<file path="src/rtl/uart_pkg.sv">
// uart_pkg: types and helpers shared by the UART receiver and the planned
// parametrised transmitter.
//   rx_state_e   - receiver FSM states
//   parity_e     - parity mode encoding (matches the PARITY parameter values)
//   clks_per_bit - system clocks per serial bit for a given clock and line rate
package uart_pkg;

  typedef enum logic [2:0] {
    IDLE,
    START,
    DATA,
    PARITY,
    STOP
  } rx_state_e;

  typedef enum logic [1:0] {
    PAR_NONE,
    PAR_ODD,
    PAR_EVEN
  } parity_e;

  function automatic int unsigned clks_per_bit(input int unsigned clk_hz,
                                               input int unsigned baud);
    return clk_hz / baud;
  endfunction

endpackage

</file>
<file path="src/rtl/uart_bit_sampler.sv">
// uart_bit_sampler: synchronises the RX line, runs the per-bit counter and
// produces a 2-of-3 majority vote around mid-bit.
//   clk, rst    - system clock, synchronous active-high reset
//   i_serial    - asynchronous RX line (idle high)
//   i_run       - counter runs while high; held at 0 while low
//   o_line      - synchronised RX line
//   o_vote      - majority of the samples at counts H-1, H, H+1
//   o_get_bit   - strobe in the decision cycle (count H+1)
//   o_bit_end   - last count of the bit period
module uart_bit_sampler #(
  parameter int CLKS_PER_BIT = 434,
  parameter int SYNC_STAGES  = 2
) (
  input  logic clk,
  input  logic rst,
  input  logic i_serial,
  input  logic i_run,
  output logic o_line,
  output logic o_vote,
  output logic o_get_bit,
  output logic o_bit_end
);

  localparam int CNT_W = $clog2(CLKS_PER_BIT);
  localparam logic [CNT_W-1:0] CNT_LAST = CNT_W'(CLKS_PER_BIT - 1);
  localparam logic [CNT_W-1:0] SMP_0    = CNT_W'(CLKS_PER_BIT / 2 - 1);
  localparam logic [CNT_W-1:0] SMP_1    = CNT_W'(CLKS_PER_BIT / 2);
  localparam logic [CNT_W-1:0] SMP_2    = CNT_W'(CLKS_PER_BIT / 2 + 1);

  logic [SYNC_STAGES-1:0] r_sync;
  logic [CNT_W-1:0]       r_cnt;
  logic                   r_s0;
  logic                   r_s1;
  logic                   w_line;

  assign w_line = r_sync[SYNC_STAGES-1];

  // Synchroniser resets to 1 so a reset never looks like a start edge.
  always_ff @(posedge clk) begin
    if (rst) begin
      r_sync <= '1;
    end else begin
      r_sync <= {r_sync[SYNC_STAGES-2:0], i_serial};
    end
  end

  always_ff @(posedge clk) begin
    if (rst) begin
      r_cnt <= '0;
      r_s0  <= 1'b0;
      r_s1  <= 1'b0;
    end else if (!i_run) begin
      r_cnt <= '0;
    end else begin
      r_cnt <= (r_cnt == CNT_LAST) ? '0 : r_cnt + 1'b1;
      if (r_cnt == SMP_0) r_s0 <= w_line;
      if (r_cnt == SMP_1) r_s1 <= w_line;
    end
  end

  // Third sample is the live synchronised line in the decision cycle.
  assign o_vote    = (r_s0 & r_s1) | (r_s0 & w_line) | (r_s1 & w_line);
  assign o_get_bit = i_run && (r_cnt == SMP_2);
  assign o_bit_end = i_run && (r_cnt == CNT_LAST);
  assign o_line    = w_line;

endmodule

</file>
<file path="src/rtl/uart_rx_param.sv">
// uart_rx_param: parametrised UART receiver (5-9 data bits, none/odd/even
// parity, 1 or 2 stop bits) with a one-entry valid/ready output register.
//   clk, rst       - system clock, synchronous active-high reset
//   serial_dat_in  - asynchronous RX line, idle high
//   rx_data        - received word, right-justified
//   rx_valid       - rx_data and flags hold a frame
//   rx_ready       - consumer accepts when rx_valid && rx_ready
//   frame_err      - a stop bit was sampled low
//   parity_err     - parity mismatch (always 0 with no parity)
//   overrun        - 1-cycle pulse when a finished frame is dropped
//   get_bit        - strobe at each mid-bit decision
//   busy           - receiver is inside a frame
module uart_rx_param
  import uart_pkg::*;
#(
  parameter int CLK_FREQ_HZ = 50_000_000,
  parameter int BAUD        = 115200,
  parameter int DATA_BITS   = 8,
  parameter int PARITY      = 0,
  parameter int STOP_BITS   = 1,
  parameter int SYNC_STAGES = 2
) (
  input  logic                 clk,
  input  logic                 rst,
  input  logic                 serial_dat_in,
  output logic [DATA_BITS-1:0] rx_data,
  output logic                 rx_valid,
  input  logic                 rx_ready,
  output logic                 frame_err,
  output logic                 parity_err,
  output logic                 overrun,
  output logic                 get_bit,
  output logic                 busy
);

  localparam int         CPB       = clks_per_bit(CLK_FREQ_HZ, BAUD);
  localparam parity_e    PAR_MODE  = parity_e'(PARITY);
  localparam logic [3:0] IDX_DB    = 4'(DATA_BITS);
  localparam logic [3:0] LAST_STOP = 4'(STOP_BITS - 1);

  if (CPB < 4) begin : g_bad_cpb
    $error("uart_rx_param: CLKS_PER_BIT must be at least 4");
  end
  if (DATA_BITS < 5 || DATA_BITS > 9) begin : g_bad_data
    $error("uart_rx_param: DATA_BITS must be 5..9");
  end
  if (PARITY < 0 || PARITY > 2) begin : g_bad_par
    $error("uart_rx_param: PARITY must be 0, 1 or 2");
  end
  if (STOP_BITS < 1 || STOP_BITS > 2) begin : g_bad_stop
    $error("uart_rx_param: STOP_BITS must be 1 or 2");
  end
  if (SYNC_STAGES < 2) begin : g_bad_sync
    $error("uart_rx_param: SYNC_STAGES must be at least 2");
  end

  rx_state_e            r_state;
  logic                 r_busy;
  logic [3:0]           r_idx;
  logic [DATA_BITS-1:0] r_shift;
  logic                 r_frm_err;
  logic                 r_par_err;
  logic [DATA_BITS-1:0] r_data;
  logic                 r_valid;
  logic                 r_frm_out;
  logic                 r_par_out;
  logic                 r_overrun;

  logic       w_line;
  logic       w_vote;
  logic       w_get_bit;
  logic       w_bit_end;
  logic [3:0] w_idx_nxt;
  logic       w_par_exp;

  uart_bit_sampler #(
    .CLKS_PER_BIT(CPB),
    .SYNC_STAGES (SYNC_STAGES)
  ) u_sampler (
    .clk      (clk),
    .rst      (rst),
    .i_serial (serial_dat_in),
    .i_run    (r_busy),
    .o_line   (w_line),
    .o_vote   (w_vote),
    .o_get_bit(w_get_bit),
    .o_bit_end(w_bit_end)
  );

  // With the minimum bit length the vote and the bit end share a cycle, so
  // the data-complete test looks at the index including this cycle's vote.
  assign w_idx_nxt = r_idx + {3'b000, w_get_bit};

  // Expected parity bit: odd mode wants an odd total count of 1s.
  assign w_par_exp = (PAR_MODE == PAR_ODD) ? ~(^r_shift) : (^r_shift);

  // The PARITY state is written with its package scope because the local
  // PARITY parameter hides the imported enum literal.
  always_ff @(posedge clk) begin
    if (rst) begin
      r_state   <= IDLE;
      r_busy    <= 1'b0;
      r_idx     <= '0;
      r_shift   <= '0;
      r_frm_err <= 1'b0;
      r_par_err <= 1'b0;
      r_data    <= '0;
      r_valid   <= 1'b0;
      r_frm_out <= 1'b0;
      r_par_out <= 1'b0;
      r_overrun <= 1'b0;
    end else begin
      r_overrun <= 1'b0;
      if (r_valid && rx_ready) r_valid <= 1'b0;

      case (r_state)
        IDLE: begin
          if (!w_line) begin
            r_state   <= START;
            r_busy    <= 1'b1;
            r_idx     <= '0;
            r_frm_err <= 1'b0;
            r_par_err <= 1'b0;
          end
        end
        START: begin
          if (w_get_bit && w_vote) begin
            r_state <= IDLE;
            r_busy  <= 1'b0;
          end else if (w_bit_end) begin
            r_state <= DATA;
          end
        end
        DATA: begin
          if (w_get_bit) begin
            r_shift <= {w_vote, r_shift[DATA_BITS-1:1]};
            r_idx   <= w_idx_nxt;
          end
          if (w_bit_end && (w_idx_nxt == IDX_DB)) begin
            r_idx   <= '0;
            r_state <= (PAR_MODE == PAR_NONE) ? STOP : uart_pkg::PARITY;
          end
        end
        uart_pkg::PARITY: begin
          if (w_get_bit) r_par_err <= (w_vote != w_par_exp);
          if (w_bit_end) r_state <= STOP;
        end
        STOP: begin
          if (w_get_bit) begin
            if (!w_vote) r_frm_err <= 1'b1;
            if (r_idx == LAST_STOP) begin
              // Frame ends at the last stop vote so the next start edge
              // can be caught; the final stop vote is folded in directly.
              r_state <= IDLE;
              r_busy  <= 1'b0;
              if (!r_valid || rx_ready) begin
                r_data    <= r_shift;
                r_frm_out <= r_frm_err | ~w_vote;
                r_par_out <= r_par_err;
                r_valid   <= 1'b1;
              end else begin
                r_overrun <= 1'b1;
              end
            end else begin
              r_idx <= r_idx + 4'd1;
            end
          end
        end
        default: begin
          r_state <= IDLE;
          r_busy  <= 1'b0;
        end
      endcase
    end
  end

  assign rx_data    = r_data;
  assign rx_valid   = r_valid;
  assign frame_err  = r_frm_out;
  assign parity_err = r_par_out;
  assign overrun    = r_overrun;
  assign get_bit    = w_get_bit;
  assign busy       = r_busy;

endmodule

</file>
<file path="config.mk">
export PLATFORM = sky130hd
export DESIGN_NAME = uart_rx_param
export DESIGN_NICKNAME = d
export VERILOG_FILES = /design/src/rtl/uart_pkg.sv /design/src/rtl/uart_bit_sampler.sv /design/src/rtl/uart_rx_param.sv
export SDC_FILE = /design/constraint.sdc
export NUM_CORES = 1
export LEC_CHECK = 0
export CAP_MARGIN = 25
export CELL_PAD_IN_SITES_DETAIL_PLACEMENT = 0
export CELL_PAD_IN_SITES_GLOBAL_PLACEMENT = 1
export CORE_MARGIN = 1
export CORE_UTILIZATION = 43
export DETAILED_ROUTE_END_ITERATION = 8
export PLACE_DENSITY_LB_ADDON = 0.1
export SLEW_MARGIN = 25
export SYNTH_ARGS = -nofsm -noshare
export SYNTH_HDL_FRONTEND = slang
export SYNTH_HIERARCHICAL = 1
export SYNTH_SLANG_ARGS = --single-unit
export TNS_END_PERCENT = 100
</file>
<file path="constraint.sdc">
create_clock -name clk -period 3.65 [get_ports clk]
set_input_delay 0.365 -clock clk [delete_from_list [all_inputs] [get_ports clk]]
set_output_delay 0.365 -clock clk [all_outputs]
set_load 0.01 [all_outputs]
</file>
==> results.toml <==
[synthesis]
synth_flop_cell = "dfxtp_1"
seq_area_frac_synth = 0.4021
synth_top_area_frac = 0.4021
synth_top_area_cell = "dfxtp_1"
synth-async-reset-ratio = 0
synth_cells = 245
syn_area_mm2 = 0.002141
synth_nets = 257
synth.top_cells.by_area = "dfxtp_1 40%, a21oi_1 5.8%, mux2i_1 5.1%"
ys_types = 44
syn_avg_cell_area_um2 = 8.738
yosys_warnings = 6
synth_edf_count = 0
synth_seq_cells = 43

[routing]
drt_iter0_markers = 127
via_per_inst = 5.207
postRouteAntennaNets = 0
post_drt_wl_per_cell_um = 12.97
post-route-drc-count = 0
first_pass_iters = 4
dr_total_vias = 1713
wirelength_um = 4267

[setup_path]
worstPathArrival_ps = 3260
critPathKind = "flip-flop to flip-flop"
cp_max_fo = 6
r2r_cells = 8
r2r_slack_ps = 620
endpoint_kind = "flip-flop"
reg2reg_from = "u_sampler/r_cnt[5]"
cp-start-kind = "flip-flop"
crit_required_ps = 3880
r2r-end = "r_idx[0]"

[placement]
port_buffers = 17
gp_congestion = 0.8135
dp_cells = 321
dp_hpwl_um = 3008

[floorplan]
chipHeight_um = 72.56
dieArea_mm2 = 0.005265
rows = 25
fp.dieW_um = 72.56
ioPinCount = 18
initial_core_util = 0.4503
core_area_mm2 = 0.004755

[clock_network]
postCtsSetupBuffers = 0
cts-root-buf = "clkbuf_8"
cts_resized = 0
cts_tree = "built"
clk_pin_slew_ps = 80
worstSkewPairLatency_ps = 290
hold_buffers = 0
htreeDepth = 2
cts_buffers = 5
cts_buffer_depth = 2
clkSinkCount = 43

[power]
vdd_drop_max_mv = 0.3139
power.leakage_nw = 0.8925
power_density_mw_per_mm2 = 347.3
power_uw = 857.5

[sta]
final_hold_viol_count = 0
post-route-period-util = 0.8305
worstMarginPinSlew_ps = 760.9
fmax_mhz = 329.9
final_max_slew_viol_count = 0
finalSetupViolCount = 0
relSlewSlack = 0.4912
rsz0062_at_grt = "no"
fin_skew_ps = 6.140
min_period_ps = 3031
holdWs_ps = 413.8
setup_tns_ps = 0

[grt]
grt_pass1_vias = 1534
grt_start_max_net_pins = 20
grtUsageTotal = 0.1758
antenna_found_initial = 0
grt_pass1_wl_um = 7251
grt_overflow = 0

[worst_hold_path]
min_to = "u_sampler/r_sync[1]"
hold_path.class = "flip-flop to flip-flop"
whs_path_depth = 1
min_from = "u_sampler/r_sync[0]"

[final_layout]
finalNonFillerCells = 329
final_core_util = 0.5192
diodes = 0
final_nets = 273
area_delta_synth_final_pct = 15.31
drive_gt1_frac = 0.07634
final_common_cell = "dfxtp_1"
final_cell_mix = "43 x dfxtp_1, 25 x a21oi_1, 24 x nand2_1, 19 x nor2_1, 17 x clkdlybuf4s50_1"

[status]
status = "finished clean"

[flow_run]
cap_violations = 0
## worst max-delay path, cell delays in order, from the launching register on
cell and delay [ps]:
dfxtp_1 350, or4b_4 550, nor3_1 280, ha_1 230, ha_1 280, o41ai_4 490
a21oi_2 150, or4_1 510, a21oi_1 130
## flip-flops by register name (all words and copies together) (netlist names)
| register | flops |
|---|---|
| u_sampler/r_s0 | 1 |
| u_sampler/r_s1 | 1 |
| r_idx | 4 |
| r_shift | 8 |
| overrun | 1 |
| r_frm_err | 1 |
| u_sampler/r_sync | 2 |
| busy | 1 |
| r_state | 3 |
| r_par_err | 1 |
| frame_err | 1 |
| parity_err | 1 |
| rx_data | 8 |
| rx_valid | 1 |
| u_sampler/r_cnt | 9 |
## where the power goes
| group | switching (mW) | internal [mW] |
|---|---|---|
| sequential | 0.00707 | 0.473 |
| combinational | 0.0254 | 0.0189 |
| clock | 0.161 | 0.172 |
| total | 0.193 | 0.664 |
## Yosys cell counts, types with 3 or more instances
cell,count
a21oi_1,25
a31oi_1,3
buf_2,6
clkbuf_1,4
dfxtp_1,43
ha_1,8
inv_1,13
mux2i_1,11
nand2_1,24
nand2b_1,6
nand3_1,8
nand4_1,5
nor2_1,19
nor2b_1,5
nor3_1,5
nor4b_1,3
o21ai_0,8
o31ai_1,3
or3_1,4
or4_1,3
xnor2_1,5
xor2_1,6
## logic make-up (layout without fill, tap and decap cells)
family | after synthesis | count (layout) | share of synthesized area
xor gates and xnor gates | 12 | 12 | 0.05552
muxes | 12 | 12 | 0.05786
buffers and inverters | 23 | 40 | 0.04383
adders and majority gates | 9 | 9 | 0.05143
DFF | 43 | 43 | 0.4021
AOI/OAI and AO/OA | 51 | 51 | 0.1490
and+or+nand+nor | 95 | 95 | 0.2402
## stage by stage
step                      setup WS, ps  area, um2
after floorplan                  576.7       2141
after global placement           741.1       2365
after CTS                        631.0       2469
final                            618.6       2469
after global routing             367.8       2469
after detailed placement         663.8       2365
## per-layer routing
metal	vias up	GRT usage	wire [um]
met3	5	0.03750	179
met4	0	0.05229	40
met1	780	0.2556	2288
met5	-	0	0
met2	39	0.2596	1758
li1	889	-	-
## layout make-up
cell class                 instances  area [um2]
timing repair buffer              19       185.2
sequential                        43       860.8
multi-input combinational        179        1186
fill                             464        2286
tap                               67       83.83
inverter                          13       48.80
clock buffer                       7       96.34
clock inverter                     1       7.507
## how the worst max path moves through the flow
| stage | slack, ps | start | cells after the start | to |
|---|---|---|---|---|
| 6_report | 620 | u_sampler/r_cnt[5] | 8 | r_idx[0] |
| 5_1_grt | 370 | u_sampler/r_cnt[5] | 8 | r_idx[2] |
| 4_1_cts | 630 | u_sampler/r_cnt[5] | 8 | r_idx[2] |
| 3_5_place_dp | 660 | u_sampler/r_cnt[5] | 8 | r_idx[0] |
| 3_3_place_gp | 740 | u_sampler/r_cnt[5] | 8 | r_idx[0] |
| 2_1_floorplan | 580 | busy | 8 | r_idx[2] |
Power figures use the tool's default switching activity.
